[config.mk]
export PLATFORM = sky130hd
export DESIGN_NAME = p3_execute
export DESIGN_NICKNAME = d
export VERILOG_FILES = /design/src/rtl/p3_execute.sv
export SDC_FILE = /design/constraint.sdc
export NUM_CORES = 1
export LEC_CHECK = 0
export BUFFER_PORTS_ARGS = -buffer_cell sky130_fd_sc_hd__buf_2
export CAP_MARGIN = 20
export CORE_ASPECT_RATIO = 0.9
export CORE_MARGIN = 2
export CORE_UTILIZATION = 40
export CTS_CLUSTER_DIAMETER = 30
export CTS_CLUSTER_SIZE = 8
export DETAILED_ROUTE_END_ITERATION = 16
export SLEW_MARGIN = 15
export SYNTH_ARGS = -nofsm -noshare
export SYNTH_HDL_FRONTEND = slang
export SYNTH_SLANG_ARGS = --single-unit
[constraint.sdc]
create_clock -name clockp3 -period 4.3 [get_ports clockp3]
set_input_delay 1.29 -clock clockp3 [delete_from_list [all_inputs] [get_ports clockp3]]
set_output_delay 1.29 -clock clockp3 [all_outputs]
set_load 0.02 [all_outputs]
[src/rtl/p3_execute.sv]
// Execute stage of the P3 pipeline: ALU, flag register, branch resolution,
// output port, halt latch and a one-slot squash after a taken branch.
module p3_execute (
  input  logic        clockp3,
  input  logic        reset,
  input  logic        validin,
  input  logic [15:0] alu1,
  input  logic [15:0] alu2,
  input  logic [3:0]  opcode,
  input  logic        writereg,
  input  logic [1:0]  memwrite,
  input  logic [2:0]  regaddress,
  input  logic [15:0] address,
  input  logic [15:0] storedata,
  input  logic        isbranch,
  input  logic [2:0]  cond,
  input  logic [15:0] pcin,
  input  logic        haltin,
  output logic        validout,
  output logic [15:0] aluresult,
  output logic        writeregout,
  output logic [1:0]  memwriteout,
  output logic [2:0]  regaddressout,
  output logic [15:0] addressout,
  output logic [15:0] storedataout,
  output logic        branchtaken,
  output logic [15:0] branchtarget,
  output logic [3:0]  flags,
  output logic [15:0] outport,
  output logic        outvalid,
  output logic        haltout
);

  // Set for exactly one cycle after a taken branch so the wrong-path
  // instruction that follows it is dropped.
  logic        squash;

  logic        accept;
  logic        taken;
  logic [15:0] res;
  logic [3:0]  nflags;
  logic        flagupd;

  logic [16:0] sum;
  logic [15:0] diff;
  logic [31:0] lsh;
  logic [16:0] rsh;
  logic [16:0] ash;

  // An input is taken only when the stage is live and not draining a branch.
  always_comb begin
    accept = validin & ~haltout & ~squash & ~reset;
  end

  // Branch condition uses the flags as they stood before this edge.
  always_comb begin
    taken = 1'b0;
    case (cond)
      3'd0: taken = flags[2];
      3'd1: taken = flags[3] ^ flags[0];
      3'd2: taken = flags[2] | (flags[3] ^ flags[0]);
      3'd3: taken = ~flags[2];
      3'd4: taken = 1'b1;
      default: taken = 1'b0;
    endcase
  end

  // ALU datapath and the candidate flag value {S,Z,C,V}; shifts are done in
  // widened vectors so the bit shifted out lands in a fixed position.
  always_comb begin
    sum     = {1'b0, alu1} + {1'b0, alu2};
    diff    = alu1 - alu2;
    lsh     = {16'b0, alu1} << alu2[3:0];
    rsh     = {alu1, 1'b0} >> alu2[3:0];
    ash     = $signed({alu1, 1'b0}) >>> alu2[3:0];
    res     = 16'h0000;
    nflags  = flags;
    flagupd = 1'b0;
    case (opcode)
      4'd0: begin
        res     = sum[15:0];
        flagupd = 1'b1;
        nflags  = {sum[15], sum[15:0] == 16'h0000, sum[16],
                   (alu1[15] == alu2[15]) && (sum[15] != alu1[15])};
      end
      4'd1, 4'd5: begin
        res     = (opcode == 4'd1) ? diff : 16'h0000;
        flagupd = 1'b1;
        nflags  = {diff[15], diff == 16'h0000, alu1 < alu2,
                   (alu1[15] != alu2[15]) && (diff[15] != alu1[15])};
      end
      4'd2, 4'd3, 4'd4, 4'd6: begin
        case (opcode)
          4'd2:    res = alu1 & alu2;
          4'd3:    res = alu1 | alu2;
          4'd4:    res = alu1 ^ alu2;
          default: res = alu1;
        endcase
        flagupd = 1'b1;
        nflags  = {res[15], res == 16'h0000, 1'b0, 1'b0};
      end
      4'd8, 4'd9: begin
        res     = (opcode == 4'd8) ? lsh[15:0] : (lsh[15:0] | lsh[31:16]);
        flagupd = 1'b1;
        nflags  = {res[15], res == 16'h0000, lsh[16], 1'b0};
      end
      4'd10: begin
        res     = rsh[16:1];
        flagupd = 1'b1;
        nflags  = {res[15], res == 16'h0000, rsh[0], 1'b0};
      end
      4'd11: begin
        res     = ash[16:1];
        flagupd = 1'b1;
        nflags  = {res[15], res == 16'h0000, ash[0], 1'b0};
      end
      default: begin
        res     = 16'h0000;
        flagupd = 1'b0;
      end
    endcase
  end

  // Pipeline register: accepted inputs produce results after this edge,
  // rejected edges emit a bubble with all side-effect strobes low.
  always_ff @(posedge clockp3) begin
    if (reset) begin
      validout      <= 1'b0;
      aluresult     <= 16'h0000;
      writeregout   <= 1'b0;
      memwriteout   <= 2'b00;
      regaddressout <= 3'd0;
      addressout    <= 16'h0000;
      storedataout  <= 16'h0000;
      branchtaken   <= 1'b0;
      branchtarget  <= 16'h0000;
      flags         <= 4'b0000;
      outport       <= 16'h0000;
      outvalid      <= 1'b0;
      haltout       <= 1'b0;
      squash        <= 1'b0;
    end else if (accept) begin
      validout      <= 1'b1;
      aluresult     <= res;
      writeregout   <= writereg;
      memwriteout   <= 2'b00;
      regaddressout <= regaddress;
      addressout    <= address;
      storedataout  <= storedata;
      branchtaken   <= 1'b0;
      outvalid      <= 1'b0;
      squash        <= 1'b0;
      if (haltin) begin
        haltout     <= 1'b1;
        writeregout <= 1'b0;
      end else if (isbranch) begin
        writeregout  <= 1'b0;
        branchtaken  <= taken;
        squash       <= taken;
        branchtarget <= pcin + address;
      end else if (memwrite != 2'b00) begin
        aluresult   <= 16'h0000;
        memwriteout <= memwrite;
      end else begin
        if (flagupd) begin
          flags <= nflags;
        end
        if (opcode == 4'd13) begin
          outport  <= alu1;
          outvalid <= 1'b1;
        end
      end
    end else begin
      validout    <= 1'b0;
      writeregout <= 1'b0;
      memwriteout <= 2'b00;
      branchtaken <= 1'b0;
      outvalid    <= 1'b0;
      squash      <= 1'b0;
    end
  end

endmodule

; After elaboration in Yosys (flattened, before gate mapping)
; Index checks and enable logic that the tools add are counted.
[word_totals]
input_bits = 98
regBits = 94
elab_cells = 93
output_inout_bits = 94
[classes]
magnitude_cmp = 1
n_mux = 13
n_bitwise = 17
n_shift = 3
n_reduce_logical = 24
n_eq_ne = 19
add_sub_neg = 3
[op_table]
columns = op, count
row1 = $logic_not A16 Y1, 6
row2 = $mux W16, 6
row3 = $pmux W16 S6, 1
row4 = $pmux W16 S3, 1
row5 = $or A16 B16 Y16, 2
row6 = $shl A16 B4 Y32, 1
row7 = $pmux W4 S6, 1
row8 = $eq A4 B4 Y1 const B, 5
row9 = $add A16 B16 Y17, 1
row10 = $shr A17 B4 Y17, 1
row11 = $sshr A17 B4 Y17, 1
row12 = $add A16 B16 Y16, 1
row13 = $and A16 B16 Y16, 1
row14 = $lt A16 B16 Y1, 1
row15 = $sub A16 B16 Y16, 1
row16 = $xor A16 B16 Y16, 1
row17 = $eq A4 B3 Y1 const B, 3
row18 = $reduce_or A4 Y1, 3
row19 = $reduce_or A11 Y1, 1
row20 = $reduce_or A5 Y1, 2
row21 = $eq A4 B2 Y1 const B, 2
row22 = $not A1 Y1, 8
row23 = $eq A3 B2 Y1 const B, 2
row24 = $reduce_and A6 Y1, 1
row25 = 19 further kinds, 27

; Logic depth before layout (Yosys ltp)
[depth]
depth_word = 7
depth_mapped = 14
ltp_nobuf = 12

; Worst setup path after synthesis
; No wires, ideal clock.
[synth_timing]
path_kind = input to register
startpoint = input port alu2[3]
endpoint = register aluresult[15]
path_stages = 13
path_slack_ps = -240
required_ps = 4214
setup_ps = 86
arrival_ps = 4455
path_buffers = 2
cell_sequence = clkbuf_1 clkinv_1 clkbuf_1 ha_1 nor3_1 a2111oi_4 o21ai_2 a221oi_2 o311ai_2 a221o_1 xnor2_1 or3_1 a211oi_1
[synth_between]
elab_chain_cells = 7
elab_cells_between_ends = 12
cone_classes = add/sub: 2 / shift: 3 / mux: 6 / bitwise: 1
[synth_lines]
columns = element, line
row1 = "start, declared", 8  ; input logic [15:0] alu2,
row2 = branches (longest 3 deep; another with $sub A16 B16 Y16), --
row3 = $pmux W16 S6 (*), 79  ; case (opcode)
row4 = $mux W16, 161  ; end else if (memwrite != 2'b00) begin
row5 = $mux W16, 156  ; end else if (isbranch) begin
row6 = $mux W16 (*), 153  ; if (haltin) begin
row7 = "end signal, assigned", 144  ; aluresult <= res;
row8 = "end, declared", 20  ; output logic [15:0] aluresult,
; Mark *: on every way between the ends.
; A chain may end at the register's enable or synchronous reset.

; Worst setup path after layout
[layout_timing]
startpoint = input port alu1[0]
endpoint = register flags[2]
[layout_between]
elab_chain_cells = 5
elab_cells_between_ends = 19
cone_classes = add/sub: 2 / shift: 3 / mux: 4 / bitwise: 4 / reduce/logical: 6
[layout_lines]
columns = element, line
row1 = "start, declared", 7  ; input logic [15:0] alu1,
row2 = branches (longest 4 deep; another with $sub A16 B16 Y16), --
row3 = $pmux W4 S6 (*), 79
row4 = "end signal, assigned", 166  ; flags <= nflags;
row5 = "end, declared", 28  ; output logic [3:0] flags,
; Mark *: on every way between the ends. The select of a mux whose other input is x is not followed.

==> results by group <==
Timing
  – Final setup fails: 0
  – Actual slew at the worst max-slew pin: 0.8556 ns
  – Setup WS post-layout: between 0.2 and 0.25 ns
  – Slew HR: 41.49%
  – RSZ-0062 raised after global routing: false
  – Min cycle time layout: around 4.1 ns
  – Tcrit/Tclk final: 95.34%
  – Min Hold Slack: 0.4494 ns
  – Setup TNS: 0 ns
  – Final slew viol count: 0
  – Endpoints failing hold: 0
  – Final clock skew: 0.01139 ns
  – Fmax: approximately 240 MHz

Routing
  – Drt drc: 0
  – Met1 WL: 17.36 mm
  – Max Used Layer: met4
  – WL/cell: about 22 um
  – DRT iter0 DRCs: roughly 1,200
  – Routed via count: 10,480
  – Detailed route wirelength on metal2: 16.30 mm
  – DR WL met3: 4.101 mm
  – Vias per cell: between 6 and 7
  – Final WL: 38.88 mm
  – Antenna Nets Post-Route: 0
  – First-pass DRT Iterations: 7

Synthesis
  – Cell Area, Synth: 9323 sq um
  – Yosys warning count: 0
  – Register bit total from synthesis: 94
  – Sequential area share after synthesis: between 20% and 30%
  – Synth async-reset ratio: 0%
  – Synth area leaders: dfxtp_1, ha_1, mux4_2, nand2_1, a21oi_1
  – Largest area contributor in the netlist: dfxtp_1
  – Synth top area share: 20.19%
  – Post-Syn Nets: about 1,400
  – Post-synth cell types: 92
  – Top FF cell, synth: dfxtp_1
  – Post-synth EDFFs: 0
  – Cells after synthesis: 1,222
  – Synth Area per Inst: 7.629 sq um

Placed design
  – Port-buffer cells: between 150 and 200
  – GPL Wtd Cong: around 1.1
  – Cell Count Post-Placement: 1,726
  – Post-Place Worst Slack: -0.04849 ns
  – DP Wirelength: 30.88 mm

Worst setup path
  – R2r worst-path depth: 8
  – Crit. End Element: flop
  – CP peak stage delay: 0.51 ns
  – Worst path most repeated cell: or4_1
  – Setup CP Type: in2reg
  – CP Data Required Time: 4.58 ns
  – Highest net fanout along the worst path: 3
  – Cells along the critical path: buf_2 > ha_1 > fa_1 > xor2_1 > or3_1 > nor3_1 > nand4_1 > nand4bb_1 > or4_1 > or4_1 > a31oi_1
  – Crit-path slowest cell: or4_1
  – Worst path arrival time: 4.38 ns
  – Crit path launch type: input pin

Clock network
  – Post-CTS Setup Repair Bufs: 0
  – Post_cts resized: 0
  – Max clock buf depth: 2
  – # hold bufs at CTS: 0
  – Clock Root Buffer: clkbuf_16
  – Clock transition at the registers of the reported paths: around 0.070 ns
  – CTS sink count: 94
  – Total CTS buffers: 9
  – Worst skew pair latency: between 0.3 and 0.4 ns
  – # H-tree levels: 3
  – CTS tree: yes

GRT
  – Initial antenna violation count: 1
  – GR Util All Layers: 30.92%
  – Vias in the first global route: between 9,000 and 10,000
  – Pin count of the biggest net entering global routing: 71
  – First-pass GRT wire length: 57.66 mm
  – Total grt overflow: 0

Finish
  – Most frequent cells in the layout: buf_2, nand2_1, nor2_1, buf_4, a21oi_1
  – Most common cell after layout, fill and taps aside: buf_2
  – Syn-to-layout area delta: 22.68%
  – Area occupied by multi-input gates: about 7000 sq um
  – Sequential cell area: approximately 1900 sq um
  – Fillers: 2,254
  – Fin cells: roughly 1,700
  – # nets final: 1,608
  – Proportion of layout cells with a drive suffix above 1: 26.57%

Pwr
  – Switching share of power: 38.15%
  – Clock Power Share: 26.5%
  – Flop pwr share: 31.8%
  – Peak supply drop: around 230 uV
  – LEAKAGE: 5.088 nW
  – P_sw: about 0.0011 W
  – Pint: 0.001796 W
  – Pwr dens: 253.8 nW/um^2
  – Logic pwr share: 41.7%

Die
  – Die area: 24,550 sq um
  – Site Rows: 52
  – Top Ports: 192
  – Die width: 164.9 um
  – Starting Density: between 40% and 50%
  – Chip height: 148.8 um
  – Core area: 22,710 sq um

Min path
  – Hold path depth: 2
  – Worst hold path type: reg2reg

Job
  – Maxcap violations: 0

Outcome
  – Outcome: complete, no violations
-- routing by layer --
layer  vias to the layer above  global-route usage (%)
met1                      4963                   45.36
met5                         -                       0
met3                        63                   6.533
met4                         0                   9.087
li1                       4903                       -
met2                       550                   45.36
-- metrics by stage --
step,total power [W],instance area [sq um],utilization [%]
6_report,0.002903,11440,50.37
5_1_grt,0.003051,11430,50.36
4_1_cts,0.002893,11430,50.36
3_5_place_dp,0.002118,11150,49.10
3_3_place_gp,0.002119,11150,49.10
2_1_floorplan,0.001673,9338,-
-- Yosys cell counts (6+ instances only) --
master / instances
nand2_1: 157
nor2_1: 116
a21oi_1: 101
dfxtp_1: 94
o21ai_0: 82
clkbuf_1: 75
ha_1: 67
inv_1: 55
mux4_2: 28
xnor2_1: 27
nor3_1: 26
nand3_1: 19
a22oi_1: 17
buf_2: 15
mux2i_1: 15
a221o_1: 14
and2_1: 14
a211oi_1: 13
a21o_1: 12
mux2_2: 11
nand4_1: 11
o211ai_1: 11
xor2_1: 11
a221oi_1: 10
o221ai_1: 10
o22ai_1: 10
or4bb_1: 10
nand2b_1: 9
nor2b_1: 9
nor4_1: 9
o21a_1: 8
or3_1: 8
a2bb2oi_1: 7
a31oi_1: 7
a211o_1: 6
nand3b_1: 6
o2bb2ai_1: 6
o31ai_1: 6
-- worst max-delay path: cells and delay by family --
kind | cells | cell delay, ns
AO/OA/AOI/OAI | 1 | 0.13
XOR/XNOR | 1 | 0.19
adder cells (fa/ha/maj) | 2 | 0.68
buffers and inverters | 1 | 0.12
AND/OR/NAND/NOR | 6 | 1.97
-- sequential cells by signal, indices dropped and copies added, names as in the netlist --
name / count
outvalid: 1
addressout: 16
validout: 1
squash: 1
aluresult: 16
regaddressout: 3
outport: 16
flags: 4
writeregout: 1
storedataout: 16
memwriteout: 2
haltout: 1
branchtarget: 16
-- cell type report --
class,instances,area share (%)
flip-flops and latches,94,16.45
repair buffers,308,16.26
well taps,297,3.249
diodes,1,0.02188
inverters,60,1.980
clock inverters,6,0.4923
multi-input cells,967,59.54
clock buffers,10,2.002
-- path summary, 6_finish.rpt --
check	start	end	slack, ns
hold / removal	branchtarget[5]$_SDFFE_PP0P_	branchtarget[5]$_SDFFE_PP0P_	0.45
setup reg to reg	haltout$_SDFFE_PP0P_	flags[2]$_SDFFE_PP0P_	1.67
hold reg to reg	branchtarget[5]$_SDFFE_PP0P_	branchtarget[5]$_SDFFE_PP0P_	0.45
setup / recovery	alu1[0]	flags[2]$_SDFFE_PP0P_	0.20
-- kinds of logic after synthesis --
| group | Yosys count | share of synthesized area [%] |
|---|---|---|
| compound gates | 377 | 27.74 |
| xor+xnor | 38 | 3.570 |
| fa+ha+maj | 71 | 9.744 |
| buf+inv | 161 | 6.965 |
| flops | 94 | 20.19 |
| mux | 54 | 9.703 |
| simple gates | 427 | 22.09 |
-- power groups by stage --
stage          registers (W)  logic, W  clock network [W]
5_1_grt             0.000929   0.00130           0.000826
4_1_cts             0.000924   0.00118           0.000788
6_report            0.000924   0.00121           0.000770
2_1_floorplan       0.000990  0.000682                  0
3_3_place_gp        0.000943   0.00118                  0
3_5_place_dp        0.000945   0.00117                  0
No activity file was read; power rests on OpenSTA's default activity.
